<file path="src/rtl/imem_loader.sv">
// imem_loader
// Receives a program image over a byte stream and writes it into instruction
// memory starting at BASE_WADDR, holding the core in reset while loading.
//
// Stream: count_lo, count_hi (N words, little-endian), N*4 data bytes
// (each word little-endian), then one XOR checksum byte covering all header
// and data bytes.
//
// Ports
//   clk          system clock, rising edge
//   rst          asynchronous active-low reset
//   start        one-cycle request to begin a session (IDLE/DONE/ERROR only)
//   rx_data      incoming byte
//   rx_valid     rx_data valid
//   rx_ready     loader can accept a byte this cycle
//   mem_address  instruction-memory word address
//   mem_data     instruction word
//   mem_wren     write strobe, one cycle per word
//   core_rst     active-low core reset (high only in IDLE and DONE)
//   busy         session in progress
//   done         last session completed with a good checksum
//   error        last session aborted
//   words_loaded words written in the current/last session
//
// state  | meaning
// IDLE   | waiting for start, core released
// HDR_LO | waiting for count low byte
// HDR_HI | waiting for count high byte, range check on completion
// DATA   | assembling a 32-bit word from four bytes
// WRITE  | single-cycle memory write of the assembled word
// CKSUM  | waiting for checksum byte
// DONE   | image loaded and verified, core released
// ERROR  | session aborted, core held in reset

module imem_loader #(
  parameter logic [9:0] BASE_WADDR = 10'h080,
  parameter int         MAX_WORDS  = 896
) (
  input  logic        clk,
  input  logic        rst,
  input  logic        start,
  input  logic [7:0]  rx_data,
  input  logic        rx_valid,
  output logic        rx_ready,
  output logic [9:0]  mem_address,
  output logic [31:0] mem_data,
  output logic        mem_wren,
  output logic        core_rst,
  output logic        busy,
  output logic        done,
  output logic        error,
  output logic [9:0]  words_loaded
);

  typedef enum logic [2:0] {
    S_IDLE   = 3'd0,
    S_HDR_LO = 3'd1,
    S_HDR_HI = 3'd2,
    S_DATA   = 3'd3,
    S_WRITE  = 3'd4,
    S_CKSUM  = 3'd5,
    S_DONE   = 3'd6,
    S_ERROR  = 3'd7
  } state_t;

  state_t      state_q, state_d;
  logic [15:0] count_q, count_d;
  logic [31:0] word_q, word_d;
  logic [1:0]  byte_idx_q, byte_idx_d;
  logic [9:0]  words_q, words_d;
  logic [7:0]  cksum_q, cksum_d;

  logic        rx_ready_q;
  logic [9:0]  mem_address_q;
  logic [31:0] mem_data_q;
  logic        mem_wren_q;
  logic        core_rst_q;
  logic        busy_q;
  logic        done_q;
  logic        error_q;

  logic        accept;
  logic [15:0] hdr_count;

  // rx_ready_q mirrors the current state, so this is exactly the handshake
  // the sender sees.
  assign accept    = rx_valid && rx_ready_q;
  assign hdr_count = {rx_data, count_q[7:0]};

  always_comb begin
    state_d    = state_q;
    count_d    = count_q;
    word_d     = word_q;
    byte_idx_d = byte_idx_q;
    words_d    = words_q;
    cksum_d    = cksum_q;
    case (state_q)
      S_IDLE, S_DONE, S_ERROR: begin
        if (start) begin
          state_d    = S_HDR_LO;
          count_d    = '0;
          byte_idx_d = '0;
          words_d    = '0;
          cksum_d    = '0;
        end
      end
      S_HDR_LO: begin
        if (accept) begin
          count_d[7:0] = rx_data;
          cksum_d      = cksum_q ^ rx_data;
          state_d      = S_HDR_HI;
        end
      end
      S_HDR_HI: begin
        if (accept) begin
          count_d[15:8] = rx_data;
          cksum_d       = cksum_q ^ rx_data;
          // Range check also guarantees the 10-bit address never wraps.
          if (hdr_count == 16'd0 || hdr_count > 16'(MAX_WORDS)) begin
            state_d = S_ERROR;
          end else begin
            state_d = S_DATA;
          end
        end
      end
      S_DATA: begin
        if (accept) begin
          // Shift in from the top: after four bytes the first one sits in [7:0].
          word_d     = {rx_data, word_q[31:8]};
          cksum_d    = cksum_q ^ rx_data;
          byte_idx_d = byte_idx_q + 2'd1;
          if (byte_idx_q == 2'd3) begin
            state_d = S_WRITE;
          end
        end
      end
      S_WRITE: begin
        words_d = words_q + 10'd1;
        if ({6'd0, words_d} == count_q) begin
          state_d = S_CKSUM;
        end else begin
          state_d = S_DATA;
        end
      end
      S_CKSUM: begin
        if (accept) begin
          state_d = (rx_data == cksum_q) ? S_DONE : S_ERROR;
        end
      end
      default: state_d = S_IDLE;
    endcase
  end

  // Outputs are registered from the next state so they line up with state_q.
  always_ff @(posedge clk or negedge rst) begin
    if (!rst) begin
      state_q       <= S_IDLE;
      count_q       <= '0;
      word_q        <= '0;
      byte_idx_q    <= '0;
      words_q       <= '0;
      cksum_q       <= '0;
      rx_ready_q    <= 1'b0;
      mem_address_q <= '0;
      mem_data_q    <= '0;
      mem_wren_q    <= 1'b0;
      core_rst_q    <= 1'b0;
      busy_q        <= 1'b0;
      done_q        <= 1'b0;
      error_q       <= 1'b0;
    end else begin
      state_q    <= state_d;
      count_q    <= count_d;
      word_q     <= word_d;
      byte_idx_q <= byte_idx_d;
      words_q    <= words_d;
      cksum_q    <= cksum_d;

      rx_ready_q <= (state_d == S_HDR_LO) || (state_d == S_HDR_HI) ||
                    (state_d == S_DATA)   || (state_d == S_CKSUM);
      mem_wren_q <= (state_d == S_WRITE);
      core_rst_q <= (state_d == S_IDLE) || (state_d == S_DONE);
      busy_q     <= (state_d == S_HDR_LO) || (state_d == S_HDR_HI) ||
                    (state_d == S_DATA)   || (state_d == S_WRITE)  ||
                    (state_d == S_CKSUM);
      done_q     <= (state_d == S_DONE);
      error_q    <= (state_d == S_ERROR);

      // Entering WRITE: words_d still equals the pre-increment count.
      if (state_d == S_WRITE) begin
        mem_address_q <= BASE_WADDR + words_d;
        mem_data_q    <= word_d;
      end
    end
  end

  assign rx_ready     = rx_ready_q;
  assign mem_address  = mem_address_q;
  assign mem_data     = mem_data_q;
  assign mem_wren     = mem_wren_q;
  assign core_rst     = core_rst_q;
  assign busy         = busy_q;
  assign done         = done_q;
  assign error        = error_q;
  assign words_loaded = words_q;

endmodule

</file>
<file path="config.mk">
export PLATFORM = sky130hd
export DESIGN_NAME = imem_loader
export DESIGN_NICKNAME = d
export VERILOG_FILES = /design/src/rtl/imem_loader.sv
export SDC_FILE = /design/constraint.sdc
export NUM_CORES = 1
export LEC_CHECK = 0
export CAP_MARGIN = 15
export CORE_MARGIN = 1
export CORE_UTILIZATION = 59
export DETAILED_ROUTE_END_ITERATION = 10
export PLACE_DENSITY_LB_ADDON = 0.12
export SYNTH_ARGS = -nofsm -noshare
export SYNTH_HDL_FRONTEND = slang
export SYNTH_SLANG_ARGS = --single-unit
</file>
<file path="constraint.sdc">
create_clock -name clk -period 6.6 [get_ports clk]
set_input_delay 1.32 -clock clk [delete_from_list [all_inputs] [get_ports clk]]
set_output_delay 1.32 -clock clk [all_outputs]
set_load 0.05 [all_outputs]
</file>
==> flow_metrics.tcl, run 1 <==
set metrics [dict create \
    final_core_util_pct 76.14 \
    timing.critical_path.to_type "flip-flop" \
    cts_hold_buf 0 \
    grt_usage_pct 27.59 \
    worst_r2r_path_cells 9 \
    post-cts-setup-buffer-count 0 \
    timing.critical_path.slowest_stage_cell "or4_4" \
    power_density_mw_per_mm2 564.2 \
    grt_pass1_wl_um 20710 \
    floorplan.die_area_mm2 0.009572 \
    total_leakage_power_uw 0.002908 \
    dr_total_vias 4094 \
    critPathMaxStageDelay_ps 520 \
    cts_root_buffer "clkbuf_8" \
    setup_viol 0 \
    drc_errors 10 \
    synth-edff-count 0 \
    worst_slew_margin_rel_pct 38.68 \
    detail_route.wirelength_um 12090 \
    post_dp_cell_area_mm2 0.006123 \
    detailedRoute.firstPassIterationCount 8 \
    postSynthNetCount 494 \
    hold_violations 0 \
    holdPathStages 1 \
    unrepaired_setup_endpoints_after_global_routing "false" \
    critical_path.max_fanout 42 \
    post_synthesis_register_bit_count 119 \
    clock.fmax_mhz 289.9 \
    reg2reg_from "state_q[2]" \
    power.total_uw 3783 \
    clkLatencyLatePin_ps 510 \
    cap_violations 0 \
    routabilityCongestion 0.8979 \
    worstSetupStartpointType "input pin" \
    fin_max_slew_vios 0 \
    overflow 0 \
    worst_slew_pin_slew_ps 912.7 \
    clkSlewWorstSetupHoldPaths_ps 60 \
    tritoncts.num_buffers 17 \
    num_antenna_cells 0 \
    die_width_um 97.84 \
    yosys.cell_types.count 59 \
    avgViaCountPerCell 6.166 \
    failed_checks "design-rule violations" \
    port-buffer-count 69 \
    avgRoutedWirePerCell_um 18.20 \
    grt_start_max_net_pins 61 \
    worst_hold_path.endpoint "word_q[6]" \
    timing.final.crit_share_pct 52.26 \
    dieHeight_um 97.84 \
    cts_resized 0 \
    layout-area-overhead-vs-synth_pct 23.74 \
    cts_tree "yes" \
    rows 34 \
    mappedNetlistArea_mm2 0.005419 \
    initial_utilization_pct 61.54 \
    final_antenna_net_count 0 \
    ys.warnings.count 0 \
    finish.cell_count_without_fillers 664 \
    post_syn_instances 479 \
    power.ir.vdd_worst_uv 322.8 \
    final_layout_size_suffix_gt1_share_pct 19.60 \
    grt_pass1_vias 4127 \
    drc_violation_total_after_the_first_tritonroute_iteration 259 \
    reg2reg_slack_ps 3830 \
    final_period_minus_worst_setup_slack_ps 3449 \
    synth_async_sr_flop_share_pct 100.0 \
    num-nets-final 558 \
    placeableCoreArea_mm2 0.008806 \
    avgSynthCellArea_um2 11.31 \
    min_path_type "reg -> reg" \
    run_status "finished with violations" \
    final_cell_area_mm2 0.006705 \
    dominantRegCellSynth "dfrtp_1" \
    sum_of_negative_setup_slack_ps 0 \
    placedCellCount 632 \
    timing.rr.end "busy" \
    cts.path.max_buffers 2 \
    worst_ep_required_time_ps 7000 \
    fin_skew_ps 8.366 \
    hpwlAfterDp_um 7579 \
    critPathArrivalTime_ps 3850 \
    critPathKind "in -> reg" \
    worst_path_most_repeated_cell "nand2_1" \
    synth.yosys.seq_area_share_pct 54.95 \
    cts.sinks 119 \
    crit_chain "clkdlybuf4s50_1 > and2_2 > nand2_1 > nor2_4 > nand2_1 > clkinv_1 > buf_4 > a211o_1 > or4_4 > and2_1" \
    grt_antenna_before_repair 0 \
    io-pin-count 70 \
    htree_num_levels 4 \
    timing.hold.worst.start "word_q[6]" \
]
[critical path: cells and delay by family]
family                 cells  cell delay, ps
AO/OA/AOI/OAI              1             340
buffers and inverters      3             850
AND/OR/NAND/NOR            6            1340
[how the worst max path moves through the flow]
stage                     startpoint    to  slack [ps]  cells past startpoint
after floorplan           rx_data[4]  busy        3490                      6
after global placement      rx_valid  busy        2710                     10
after detailed placement    rx_valid  busy        2630                     10
after CTS                   rx_valid  busy        3160                     10
after global routing        rx_valid  busy        3010                     10
final                       rx_valid  busy        3150                     10
[kinds of logic after synthesis]
group | Yosys count | share of synthesized area [%]
XOR/XNOR | 20 | 3.233
AO/OA/AOI/OAI | 101 | 12.21
AND/OR/NAND/NOR | 121 | 11.15
flip-flops | 119 | 54.95
buffers and inverters | 51 | 4.479
multiplexers | 64 | 13.28
adder cells (fa/ha/maj) | 3 | 0.6928
[metal layers]
metal | track usage, % | part of all wire, % | vias up | wire length (µm)
met5 | 0 | 0 | - | 0
met4 | 12.47 | 2.0 | 0 | 247
met3 | 6.371 | 5.8 | 21 | 701
met2 | 42.42 | 48 | 165 | 5765
met1 | 37.63 | 44 | 2053 | 5371
li1 | - | - | 1855 | -
[where the power goes]
| group | switching, µW | internal (µW) | leakage (µW) |
|---|---|---|---|
| logic | 969 | 620 | 0.00111 |
| clock network | 357 | 548 | 0.000281 |
| registers | 245 | 1040 | 0.00152 |
[Yosys cell counts (6+ instances only)]
cell	instances	area (µm²)
nand3_1	24	120.1
nand2_1	25	93.84
nor3_1	6	30.03
o41ai_1	10	87.58
a21oi_1	7	35.03
xnor2_1	7	61.31
clkbuf_1	19	71.32
dfrtp_1	119	2978
a31oi_1	10	62.56
inv_1	21	78.83
mux2_2	63	709.4
xor2_1	13	113.9
o31ai_1	12	90.09
nand4_1	7	43.79
nor2_1	32	120.1
o21ai_0	37	185.2
[registers in the layout (all words and copies together), names as in the netlist, 2 cells and up]
signal        flops
mem_data         32
word_q           32
count_q          16
mem_address      10
words_loaded     10
cksum_q           8
state_q           3
byte_idx_q        2
[per-stage QoR]
step | hold WS (ps) | worst slack [ps]
floorplan | 468.1 | 3488
global placement | 478.0 | 2714
detailed placement | 484.3 | 2634
CTS | 498.7 | 3162
global route | 504.4 | 3013
finish | 494.9 | 3151
[cell type report]
type,count,area [µm²]
Sequential cell,119,2978
Multi-Input combinational cell,309,2206
Fill cell,595,2101
Timing Repair Buffer,73,718.2
Clock buffer,18,417.9
Clock inverter,14,163.9
Tap cell,108,135.1
Inverter,23,86.33
[cell usage in the layout (no fill, tap or decap), drive strengths merged, types with 10 or more instances in the layout]
| cell | count |
|---|---|
| o21ai | 38 |
| o41ai | 10 |
| clkbuf | 18 |
| clkdlybuf4s50 | 68 |
| dfrtp | 119 |
| xor2 | 13 |
| nand2 | 26 |
| nand3 | 24 |
| nor2 | 32 |
| inv | 29 |
| a31oi | 10 |
| o31ai | 12 |
| mux2 | 63 |
No activity file was read; power rests on OpenSTA's default activity.
==> run 2, diff against run 1 <==
--- a/config.mk
+++ b/config.mk
@@ -7,7 +7,7 @@
 export LEC_CHECK = 0
 export CAP_MARGIN = 15
 export CORE_MARGIN = 1
-export CORE_UTILIZATION = 59
+export CORE_UTILIZATION = 55
 export DETAILED_ROUTE_END_ITERATION = 10
 export PLACE_DENSITY_LB_ADDON = 0.12
 export SYNTH_ARGS = -nofsm -noshare
==> constraint.sdc (replaced) <==
create_clock -name clk -period 3.5 [get_ports clk]
set_input_delay 0.7 -clock clk [delete_from_list [all_inputs] [get_ports clk]]
set_output_delay 0.7 -clock clk [all_outputs]
set_load 0.05 [all_outputs]
==> run 2 against run 1 <==
  * The run now ends clean
  * First-iteration DRC count down 30%
  * Via count down 1.6%
  * Register-to-register slack worse by 2800 ps
  * Non-clock buffer count up 7
  * Clock skew down 1.9 ps
  * Utilization is 3.7 points lower
  * Die area increased by 7.1%
  * Highest routed layer unchanged
==> flow_metrics.tcl, run 2 (same netlist as run 1, synthesis figures left out) <==
set metrics [dict create \
    final_core_util_pct 72.44 \
    ff_latch_area_mm2 0.002978 \
    rows 35 \
    overflow 0 \
    grt_usage_pct 26.26 \
    min_path_type "in -> async" \
    num-nets-final 565 \
    setup_viol 0 \
    post_dp_cell_area_mm2 0.006215 \
    dr_total_vias 4028 \
    initial_utilization_pct 57.82 \
    clkSlewWorstSetupHoldPaths_ps 60 \
    cts_hold_buf 0 \
    final_cell_area_mm2 0.006789 \
    fin_skew_ps 6.480 \
    routabilityCongestion 0.8552 \
    sum_of_negative_setup_slack_ps 0 \
    placeableCoreArea_mm2 0.009371 \
    total_leakage_power_uw 0.002943 \
    reg2reg_from "state_q[1]" \
    worst_slew_margin_rel_pct 34.26 \
    timing.critical_path.slowest_stage_cell "clkdlybuf4s50_1" \
    grt_pass1_vias 4010 \
    hold_violations 0 \
    crit_buf_inv 1 \
    reg2reg_slack_ps 990 \
    clock.fmax_mhz 381.6 \
    io-pin-count 70 \
    worst_r2r_path_cells 6 \
    cts_root_buffer "clkbuf_8" \
    clkLatencyLatePin_ps 520 \
    timing.rr.end "busy" \
    detailedRoute.firstPassIterationCount 4 \
    layout-area-overhead-vs-synth_pct 25.28 \
    die_width_um 101.3 \
    worstSetupStartpointType "flip-flop" \
    final_layout_size_suffix_gt1_share_pct 20.64 \
    worst_path_dominant_cell_family "buffers and inverters" \
    tritoncts.num_buffers 17 \
    avgViaCountPerCell 5.829 \
    critical_path.max_fanout 11 \
    cts_resized 0 \
    grt_pass1_wl_um 20200 \
    critPathArrivalTime_ps 1920 \
    grt_start_max_net_pins 69 \
    timing.final.crit_share_pct 74.87 \
    multi_input_comb_area_mm2 0.002206 \
    avgRoutedWirePerCell_um 17.60 \
    floorplan.die_area_mm2 0.01025 \
    htree_num_levels 4 \
    power_density_mw_per_mm2 1049 \
    cts.path.max_buffers 2 \
    worst_ep_required_time_ps 2800 \
    post-cts-setup-buffer-count 0 \
    detail_route.wirelength_um 12160 \
    cap_violations 0 \
    num_antenna_cells 0 \
    critPathMaxStageDelay_ps 870 \
    port-buffer-count 69 \
    dieHeight_um 101.3 \
    power.ir.vdd_worst_uv 584.1 \
    worst_slack_ps 879.5 \
    unrepaired_setup_endpoints_after_global_routing "false" \
    final_period_minus_worst_setup_slack_ps 2620 \
    most_common_library_cell_in_the_layout_ignoring_fill_and_taps "dfrtp_1" \
    crit_chain "clkdlybuf4s50_1" \
    critPathKind "reg -> out" \
    final_antenna_net_count 0 \
    cts_tree "yes" \
    layout_common_cells "dfrtp_1 (119), clkdlybuf4s50_1 (68), mux2_2 (63), o21ai_0 (37), nor2_1 (31)" \
    hpwlAfterDp_um 7874 \
    fin_max_slew_vios 0 \
    cts.sinks 119 \
    grt_antenna_before_repair 0 \
    run_status "completed" \
    drc_violation_total_after_the_first_tritonroute_iteration 182 \
    worst_slew_pin_slew_ps 978.6 \
    timing.critical_path.to_type "output pin" \
    filler_cell_count 678 \
    preCtsSetupSlack_ps 400.3 \
    drc_errors 0 \
]
run 2: cell count changes in the layout (fill, tap and decap cells not counted), sizes merged:
cell / previous run / this run
clkinv: 4 / 6
inv: 29 / 26
buf: 5 / 12
run 2: metal layers:
| metal | vias to the layer above | global-route usage (%) | wire length (µm) |
|---|---|---|---|
| met4 | 0 | 11.26 | 213 |
| met2 | 125 | 39.30 | 5725 |
| met3 | 19 | 6.349 | 583 |
| li1 | 1865 | - | - |
| met5 | - | 0 | 0 |
| met1 | 2019 | 36.84 | 5638 |
run 2: worst max path at each step:
stage | startpoint | endpoint | slack, ps | cells past startpoint
6_report | words_loaded[2] | words_loaded[2] | 880 | 1
4_1_cts | words_loaded[2] | words_loaded[2] | 870 | 1
2_1_floorplan | rx_data[4] | busy | 1010 | 6
3_3_place_gp | rx_data[4] | busy | 430 | 7
3_5_place_dp | rx_data[4] | busy | 400 | 7
5_1_grt | state_q[1] | core_rst | 730 | 6
run 2: cell type report:
cell class	instances	share of cell area (%)
well taps	129	2.377
multi-input cells	309	32.49
flip-flops and latches	119	43.86
clock buffers	18	6.303
clock inverters	13	2.156
repair buffers	80	11.54
inverters	23	1.272
run 2: power breakdown:
| part | switching [µW] | internal (µW) | total (µW) |
|---|---|---|---|
| sequential | 451 | 1970 | 2420 |
| clock | 660 | 1040 | 1700 |
| combinational | 1830 | 1180 | 3010 |
| total | 2940 | 4190 | 7120 |
run 2: through the flow:
step	hold slack [ps]	std cells	total power, µW
after detailed placement	469.1	660	5420
after global placement	476.0	660	5323
final	214.0	691	7122
after floorplan	404.4	479	4525
after CTS	245.5	691	7161
after global routing	271.1	691	7508
